File: config.mk
export PLATFORM = sky130hd
export DESIGN_NAME = div_ctrl_flat
export DESIGN_NICKNAME = d
export VERILOG_FILES = /design/src/rtl/div_ctrl_if.sv /design/src/rtl/div_ctrl.sv /design/src/flat_wrapper.sv
export SDC_FILE = /design/constraint.sdc
export NUM_CORES = 1
export LEC_CHECK = 0
export BUFFER_PORTS_ARGS = -buffer_cell sky130_fd_sc_hd__buf_2
export CORE_MARGIN = 4
export CORE_UTILIZATION = 40
export DETAILED_ROUTE_END_ITERATION = 10
export SLEW_MARGIN = 30
export SYNTH_ARGS = -nofsm -noshare
export SYNTH_HDL_FRONTEND = slang
export SYNTH_SLANG_ARGS = --single-unit
File: constraint.sdc
create_clock -name clk -period 2.94 [get_ports clk]
set_input_delay 0.588 -clock clk [delete_from_list [all_inputs] [get_ports clk]]
set_output_delay 0.588 -clock clk [all_outputs]
set_load 0.02 [all_outputs]
File: src/rtl/div_ctrl_if.sv
// Handshake bundle between the EX issue logic, the iterative divider and the writeback side.
//   in_valid/in_ready  : operation offer / accept (in_op, in_src1, in_src2, in_rd qualify it)
//   out_valid/out_ready: result offer / take (out_result, out_rd qualify it)
// Modports:
//   master : issue/writeback side (drives requests and out_ready)
//   slave  : the divider (div_ctrl)
interface div_ctrl_if;
  logic        in_valid;
  logic        in_ready;
  logic [1:0]  in_op;
  logic [31:0] in_src1;
  logic [31:0] in_src2;
  logic [4:0]  in_rd;
  logic        out_valid;
  logic        out_ready;
  logic [31:0] out_result;
  logic [4:0]  out_rd;

  modport master (
    output in_valid, in_op, in_src1, in_src2, in_rd, out_ready,
    input  in_ready, out_valid, out_result, out_rd
  );

  modport slave (
    input  in_valid, in_op, in_src1, in_src2, in_rd, out_ready,
    output in_ready, out_valid, out_result, out_rd
  );
endinterface

File: src/rtl/div_ctrl.sv
// Iterative radix-2 restoring divider controller for the execute stage.
// Accepts one DIV/MOD/DIVU/MODU at a time, produces one quotient bit per BUSY cycle, applies
// sign correction in FIX and holds the result in DONE until the writeback side takes it.
//
// Ports:
//   clk    : core clock
//   rst_n  : asynchronous active-low reset
//   flush  : pipeline flush, kills any operation in flight (highest priority)
//   bus    : div_ctrl_if.slave
//            in_op bit0 = remainder wanted, bit1 = unsigned (DIV=00 MOD=01 DIVU=10 MODU=11)
//            in_rd is carried unchanged to out_rd
//   busy   : high whenever not idle; drives the EX stall
//
// Parameters:
//   ITER   : quotient bits produced, one per BUSY cycle (32 for this core)
//
// Build option:
//   DIV_ZERO_FAST_EN : when defined, a zero divisor skips BUSY/FIX and goes straight to DONE
//                      with quotient 0xFFFFFFFF / remainder = raw dividend.
module div_ctrl #(
  parameter int unsigned ITER = 32
) (
  input  logic          clk,
  input  logic          rst_n,
  input  logic          flush,
  div_ctrl_if.slave     bus,
  output logic          busy
);

  localparam int unsigned CntW = (ITER > 1) ? $clog2(ITER) : 1;

  typedef enum logic [1:0] {
    StIdle,
    StBusy,
    StFix,
    StDone
  } state_e;

  state_e state_q, state_d;

  logic [CntW-1:0] cnt_q, cnt_d;
  logic [31:0]     rem_q, rem_d;     // partial remainder
  logic [31:0]     dvd_q, dvd_d;     // dividend shifting out, quotient shifting in
  logic [31:0]     dvs_q, dvs_d;     // divisor magnitude
  logic            rem_op_q, rem_op_d;
  logic            s1_q, s1_d;       // dividend negative (signed ops only)
  logic            s2_q, s2_d;       // divisor negative (signed ops only)
  logic [31:0]     res_q, res_d;
  logic [4:0]      rd_q, rd_d;

  // Operand sign and magnitude at accept time
  logic        in_signed;
  logic        in_neg1, in_neg2;
  logic [31:0] in_mag1, in_mag2;

  assign in_signed = ~bus.in_op[1];
  assign in_neg1   = in_signed & bus.in_src1[31];
  assign in_neg2   = in_signed & bus.in_src2[31];
  assign in_mag1   = in_neg1 ? (~bus.in_src1 + 32'd1) : bus.in_src1;
  assign in_mag2   = in_neg2 ? (~bus.in_src2 + 32'd1) : bus.in_src2;

  // One restoring step. The remainder can legitimately reach bit 31 (divisor up to 2^32-1),
  // so the shifted value keeps all 33 bits and the subtract is done in 34 bits.
  logic [32:0] shifted;
  logic [33:0] diff;
  logic        qbit;
  logic        unused_diff_bit;

  assign shifted         = {rem_q, dvd_q[31]};
  assign diff            = {1'b0, shifted} - {2'b00, dvs_q};
  assign qbit            = ~diff[33];
  assign unused_diff_bit = diff[32];

  // Sign correction: quotient negative when operand signs differ, remainder follows dividend
  logic [31:0] q_fix, r_fix;

  assign q_fix = (s1_q ^ s2_q) ? (~dvd_q + 32'd1) : dvd_q;
  assign r_fix = s1_q ? (~rem_q + 32'd1) : rem_q;

  always_comb begin
    state_d  = state_q;
    cnt_d    = cnt_q;
    rem_d    = rem_q;
    dvd_d    = dvd_q;
    dvs_d    = dvs_q;
    rem_op_d = rem_op_q;
    s1_d     = s1_q;
    s2_d     = s2_q;
    res_d    = res_q;
    rd_d     = rd_q;

    unique case (state_q)
      StIdle: begin
        if (bus.in_valid && !flush) begin
          rem_op_d = bus.in_op[0];
          s1_d     = in_neg1;
          s2_d     = in_neg2;
          dvd_d    = in_mag1;
          dvs_d    = in_mag2;
          rem_d    = '0;
          cnt_d    = '0;
          rd_d     = bus.in_rd;
          state_d  = StBusy;
`ifdef DIV_ZERO_FAST_EN
          if (bus.in_src2 == 32'd0) begin
            res_d   = bus.in_op[0] ? bus.in_src1 : 32'hFFFF_FFFF;
            state_d = StDone;
          end
`endif
        end
      end

      StBusy: begin
        rem_d = qbit ? diff[31:0] : shifted[31:0];
        dvd_d = {dvd_q[30:0], qbit};
        cnt_d = cnt_q + 1'b1;
        if (cnt_q == CntW'(ITER - 1)) begin
          state_d = StFix;
        end
      end

      StFix: begin
        res_d   = rem_op_q ? r_fix : q_fix;
        state_d = StDone;
      end

      StDone: begin
        if (bus.out_ready) begin
          state_d = StIdle;
        end
      end

      default: state_d = StIdle;
    endcase

    // Flush overrides everything, including a same-cycle accept
    if (flush) begin
      state_d = StIdle;
    end
  end

  always_ff @(posedge clk or negedge rst_n) begin
    if (!rst_n) begin
      state_q  <= StIdle;
      cnt_q    <= '0;
      rem_q    <= '0;
      dvd_q    <= '0;
      dvs_q    <= '0;
      rem_op_q <= 1'b0;
      s1_q     <= 1'b0;
      s2_q     <= 1'b0;
      res_q    <= '0;
      rd_q     <= '0;
    end else begin
      state_q  <= state_d;
      cnt_q    <= cnt_d;
      rem_q    <= rem_d;
      dvd_q    <= dvd_d;
      dvs_q    <= dvs_d;
      rem_op_q <= rem_op_d;
      s1_q     <= s1_d;
      s2_q     <= s2_d;
      res_q    <= res_d;
      rd_q     <= rd_d;
    end
  end

  assign busy           = (state_q != StIdle);
  assign bus.in_ready   = (state_q == StIdle);
  assign bus.out_valid  = (state_q == StDone);
  assign bus.out_result = res_q;
  assign bus.out_rd     = rd_q;

endmodule
File: src/flat_wrapper.sv
// flat-port wrapper written by rule: the top's interface ports become plain ports
module div_ctrl_flat 
#(
  parameter int unsigned ITER = 32
)
  (clk, rst_n, flush, busy, bus_in_valid, bus_in_op, bus_in_src1, bus_in_src2, bus_in_rd, bus_out_ready, bus_in_ready, bus_out_valid, bus_out_result, bus_out_rd);
  div_ctrl_if bus_i ();
  input  logic clk;
  input  logic rst_n;
  input  logic flush;
  output logic busy;
  input wire logic [$bits(bus_i.in_valid)-1:0] bus_in_valid;
  input wire logic [$bits(bus_i.in_op)-1:0] bus_in_op;
  input wire logic [$bits(bus_i.in_src1)-1:0] bus_in_src1;
  input wire logic [$bits(bus_i.in_src2)-1:0] bus_in_src2;
  input wire logic [$bits(bus_i.in_rd)-1:0] bus_in_rd;
  input wire logic [$bits(bus_i.out_ready)-1:0] bus_out_ready;
  output wire logic [$bits(bus_i.in_ready)-1:0] bus_in_ready;
  output wire logic [$bits(bus_i.out_valid)-1:0] bus_out_valid;
  output wire logic [$bits(bus_i.out_result)-1:0] bus_out_result;
  output wire logic [$bits(bus_i.out_rd)-1:0] bus_out_rd;
  assign bus_i.in_valid = bus_in_valid;
  assign bus_i.in_op = bus_in_op;
  assign bus_i.in_src1 = bus_in_src1;
  assign bus_i.in_src2 = bus_in_src2;
  assign bus_i.in_rd = bus_in_rd;
  assign bus_i.out_ready = bus_out_ready;
  assign bus_in_ready = bus_i.in_ready;
  assign bus_out_valid = bus_i.out_valid;
  assign bus_out_result = bus_i.out_result;
  assign bus_out_rd = bus_i.out_rd;
  div_ctrl #(.ITER(ITER)) u_core (.clk(clk), .rst_n(rst_n), .flush(flush), .bus(bus_i), .busy(busy));
endmodule
======== Yosys cells after proc, flatten, opt, wreduce, memory -nomap -nowiden ========
Cells that the tools add are included.
storage, ports and cells
  bits of input ports ..................... 76
  output and inout port bits .............. 40
  bits in registers ....................... 143
  word-level logic and storage cells ...... 58
cells by class
  $add $sub $neg .......................... 6
  muxes and demuxes ....................... 17
  eq/ne operators ......................... 8
  reduce and logical (&&, ||, !) cells .... 8
  bitwise gates (word level) .............. 9
operators by type and width
  kind                                                                      number
  32-bit 2-to-1 mux                                                         8
  32-bit by 1-bit adder with 32-bit output (second input constant)          4
  32-bit inverter                                                           4
  32-bit one-hot mux with 2 select lines                                    2
  33-bit by 32-bit subtractor with 34-bit output                            1
  5-bit one-hot mux with 2 select lines                                     1
  2-bit 2-to-1 mux                                                          4
  2-bit one-hot mux with 4 select lines                                     1
  3-bit by 2-bit inequality test with 1-bit output (second input constant)  2
  5-bit by 1-bit adder with 5-bit output (second input constant)            1
  5-bit equality test (second input constant)                               1
  5-bit 2-to-1 mux                                                          1
  2-bit equality test (second input constant)                               2
  2-bit AND reduction                                                       2
  2-bit nonzero test                                                        2
  3-bit inequality test (second input constant)                             1
  3-bit AND reduction                                                       1
  1-bit AND                                                                 2
  2-bit by 1-bit equality test with 1-bit output (second input constant)    1
  2-bit zero test                                                           1
  2-bit by 1-bit inequality test with 1-bit output (second input constant)  1
  1-bit inverter                                                            2
  1-bit logical AND                                                         1
  1-bit zero test                                                           1
  1-bit bitwise XOR                                                         1

======== Longest topological paths before layout ========
  depth in word-level cells ............... 5
  depth in mapped cells ................... 13
  mapped depth without buffers ............ 12

======== Least setup slack after synthesis ========
OpenSTA, ideal clock, no wires.
  path type ............................... reg2reg
  from .................................... register u_core.rem_q[0]
  to ...................................... register u_core.rem_q[27]
  slack ................................... 0.149 ns
  arrival ................................. 2.661 ns
  library setup time ...................... 0.130 ns
  stages on the path, launching flop included .. 11
  period minus slack after synthesis ...... 2.791 ns
  required time ........................... 2.810 ns
  path buffers ............................ 0
  cell sequence ........................... dfrtp_1 ha_1 nor2b_1 o31a_1 o211ai_1 o21ai_1 a311o_1 or3_1 a41o_1 xnor2_1 o21ai_0
on the way
  cells in the longest elaborated chain, start to end .. 3
RTL lines
  what                                            RTL line         source
  start: declaration                              div_ctrl.sv:42   logic [31:0] rem_q, rem_d;
  start signal: assignment                        div_ctrl.sv:157  rem_q <= rem_d;
  33-bit by 32-bit subtractor with 34-bit output  div_ctrl.sv:70   assign diff = {1'b0, shifted} - {2'b00, dvs_q};
  32-bit 2-to-1 mux                               div_ctrl.sv:114  rem_d = qbit ? diff[31:0] : shifted[31:0];
  32-bit one-hot mux with 2 select lines          div_ctrl.sv:92   unique case (state_q)
No other way between the ends.
A chain may end at the register's enable or synchronous reset.

======== Final worst setup path ========
  from .................................... register u_core.rem_q[2]
  to ...................................... register u_core.rem_q[15]
The elaborated chain is that of the path after synthesis.

==> reports/qor.csv <==
stage;metric;value;unit
global_routing;vias in the first global route;9367;
power;Sw Ratio;0.451;
setup_path;crit end category;flip-flop;
status;failing checks;setup timing;
route;vias post-DR;9823;
power;clock power share;0.184;
worst_hold_path;worst min-delay path class;in2async;
setup_path;CP max stage delay;490;ps
synth;Yosys warning count;0;
synth;Post-synth top cells;152 x o21ai_0, 143 x dfrtp_1, 134 x nand2_1;
clock_tree;H-tree depth;4;
die;placeable core area;25400;um2
sta;Setup TNS Final;-17.9;ps
synth;Synth Flop Type;dfrtp_1;
sta;final hold vios;0;
global_routing;initial antenna violation count;0;
die;DIE HEIGHT;169;um
setup_path;WP data required;3210;ps
status;status;complete, but fails checks;
clock_tree;Root Buffer;clkbuf_16;
synth;count leader, synth;o21ai_0;
run;max_cap viols;0;
final_layout;n_diodes;0;
setup_path;CP Class;reg2reg;
synth;synthesized cell area;10400;um2
die;Die W;169;um
synth;EDFF count, synth;0;
sta;Max-slew headroom;0.540;
sta;fin crit share;1.01;
sta;Final setup viols;2;
place;pre-CTS WS;-118;ps
route;Detail Route Antenna Nets;0;
place;port bufs;115;
clock_tree;CTS Sinks;143;
synth;synthesis-stage register bit count;143;
sta;fin. max-slew vios;0;
final_layout;fraction of layout cells with a size suffix above 1;0.222;
sta;final worst path period need;2960;ps
synth;synth top area cells;dfrtp_1 34%, o21ai_0 7.3%, xor2_1 6.5%;
place;placed insts;1762;
route;vias per cell;5.46;
synth;Cell variety after synth;62;
power;Logic pwr share;0.530;
power;register share of total power;0.286;
sta;final setup margin;-15.1;ps
clock_tree;clk buf depth;2;
clock_tree;Hold-fix buffers, CTS;0;
global_routing;gr usage total;0.202;
die;Die ar.;28700;um2
synth;average cell area after synthesis;8.21;um2
final_layout;Finished Layout Cells;1800;
global_routing;global-route wire length before repair;47500;um
power;Int Power;6.61;mW
global_routing;largest net degree at the start of global routing;65;
setup_path;worst-path maximum fanout;8;
route;DRT Wirelength;29400;um
synth;top cell type's share of synthesized area;0.344;
synth;sequential-to-total area share from yosys stat;0.344;
sta;unrepaired setup endpoints after global routing;yes;
power;P_leak;5.93;nW
die;Initial Utilization;0.410;
sta;worst-margin pin slew;688;ps
final_layout;Layout Nets;1576;
final_layout;Layout area overhead;24.0;%
setup_path;CP Cell Sequence;ha_1 -> o21a_1 -> o31a_1 -> o211ai_1 -> o21ai_2 -> a311o_1 -> nor3_4 -> o31ai_4 -> buf_4 -> mux2i_1 -> o21ai_0;
route;Initial DRT Pass Iterations;5;
power;total power;12.0;mW
clock_tree;clock latency on the worst-skew pair;430;ps
route;DR iter-0 viols;685;
setup_path;startpoint types;flip-flop;
setup_path;critical path's slowest cell;o31ai_4;
synth;Mapped Nets;1388;
power;Worst VDD drop;0.686;mV
die;row cnt;58;
clock_tree;total CTS buffers;17;
global_routing;gr ovfl total;0;
route;wire per inst;16.4;um
synth;asr flop ratio synth;1.00;
synth;Cells after Synth;1269;
sta;Fmax;0.338;GHz
place;Final HPWL DP;21900;um
setup_path;Worst Path Arrival;3220;ps
power;P_sw;5.43;mW
clock_tree;Clock Pin Slew Worst Setup and Hold Paths;60;ps
die;num ports;116;
sta;skew final;7.25;ps
synth;dominant cell type by area after synthesis;dfrtp_1;
place;gp weighted congestion;0.844;
route;Remaining DRCs;0;
power;Pwr per Cell Area;933;nW/um2
clock_tree;CTS tree;yes;
metal layers:
layer	track usage	up-vias	part of all wire
met4	0.0497	0	0.015
met3	0.0340	27	0.036
met2	0.333	195	0.49
li1	-	4871	-
met1	0.278	4730	0.46
met5	0	-	0
cells by family (layout without fill, tap and decap cells):
| logic type | count (synthesis) | in the layout | share of synthesized area |
|---|---|---|---|
| fa+ha+maj | 43 | 43 | 0.0524 |
| xor+xnor | 144 | 144 | 0.121 |
| buf+inv | 132 | 333 | 0.0484 |
| compound gates | 389 | 389 | 0.225 |
| flops | 143 | 143 | 0.344 |
| mux | 35 | 35 | 0.0352 |
| simple gates | 383 | 383 | 0.175 |
worst max-delay path: cells and delay by family (launching register included):
family / cells / cell delay (ps)
and+or+nand+nor: 1 / 80
muxes: 1 / 180
DFF: 1 / 400
buffers and inverters: 1 / 230
AOI/OAI and AO/OA: 7 / 1600
adders and majority gates: 1 / 310
path summary, 6_finish.rpt:
| kind | start | end | slack [ps] | cells past startpoint |
|---|---|---|---|---|
| max | u_core.rem_q[2] | u_core.rem_q[15] | -20 | 11 |
| min | rst_n | u_core.bus.out_rd[2] | 110 | 1 |
| max reg2reg | u_core.rem_q[2] | u_core.rem_q[15] | -20 | 11 |
| min reg2reg | u_core.dvs_q[21] | u_core.dvs_q[21] | 480 | 2 |
| max in group asynchronous | rst_n | u_core.dvd_q[12] | 2070 | 2 |
| min in group clk | flush | u_core.state_q[1] | 350 | 2 |
flip-flops by register name, summed over array words and instances (netlist names):
| signal | flops |
|---|---|
| u_core.s1_q | 1 |
| u_core.cnt_q | 5 |
| u_core.s2_q | 1 |
| u_core.state_q | 2 |
| u_core.rem_q | 32 |
| u_core.rem_op_q | 1 |
| u_core.bus.out_result | 32 |
| u_core.bus.out_rd | 5 |
| u_core.dvs_q | 32 |
| u_core.dvd_q | 32 |
layout by cell type (no fill, tap or decap), types with 22 or more instances in the layout:
cell type and count:
o21ai_0 134, o211ai_1 23, a21oi_1 101, buf_4 115, xor2_1 77, nand3_1 24
inv_1 63, dfrtp_1 142, nand2_1 133, xnor2_1 67, nor2_1 116, mux2i_1 22
ha_1 38, buf_2 114
power groups by stage:
stage | Clock (mW) | Combinational [mW] | Sequential, mW
after CTS | 2.25 | 6.27 | 3.44
after global placement | 0 | 6.15 | 3.45
final | 2.22 | 6.39 | 3.44
after detailed placement | 0 | 6.21 | 3.47
after global routing | 2.35 | 7.14 | 3.56
after floorplan | 0 | 4.12 | 3.45
metrics by stage:
step,cell area (um2),util,hold slack (ps)
finish,12900,0.509,114
global route,12900,0.509,142
CTS,12700,0.501,129
detailed placement,12100,0.477,471
global placement,12100,0.477,466
floorplan,10400,-,292
cell type report:
cell class	instances	area (um2)
fillers	2434	12500
inverters	63	236
flip-flops and latches	143	3580
clock buffers	20	457
multi-input cells	994	6520
clock inverters	12	135
repair buffers	238	1570
well taps	330	413
timing repair:
item / in CTS / in global routing
gates resized for setup: 3 / 46
pin swaps: 5 / 13
buffers inserted: 2 / 4
endpoints found under the setup margin: 26 / 39
hold endpoints to repair: 0 / 0
Note: power is estimated with default switching activity, not from simulation.
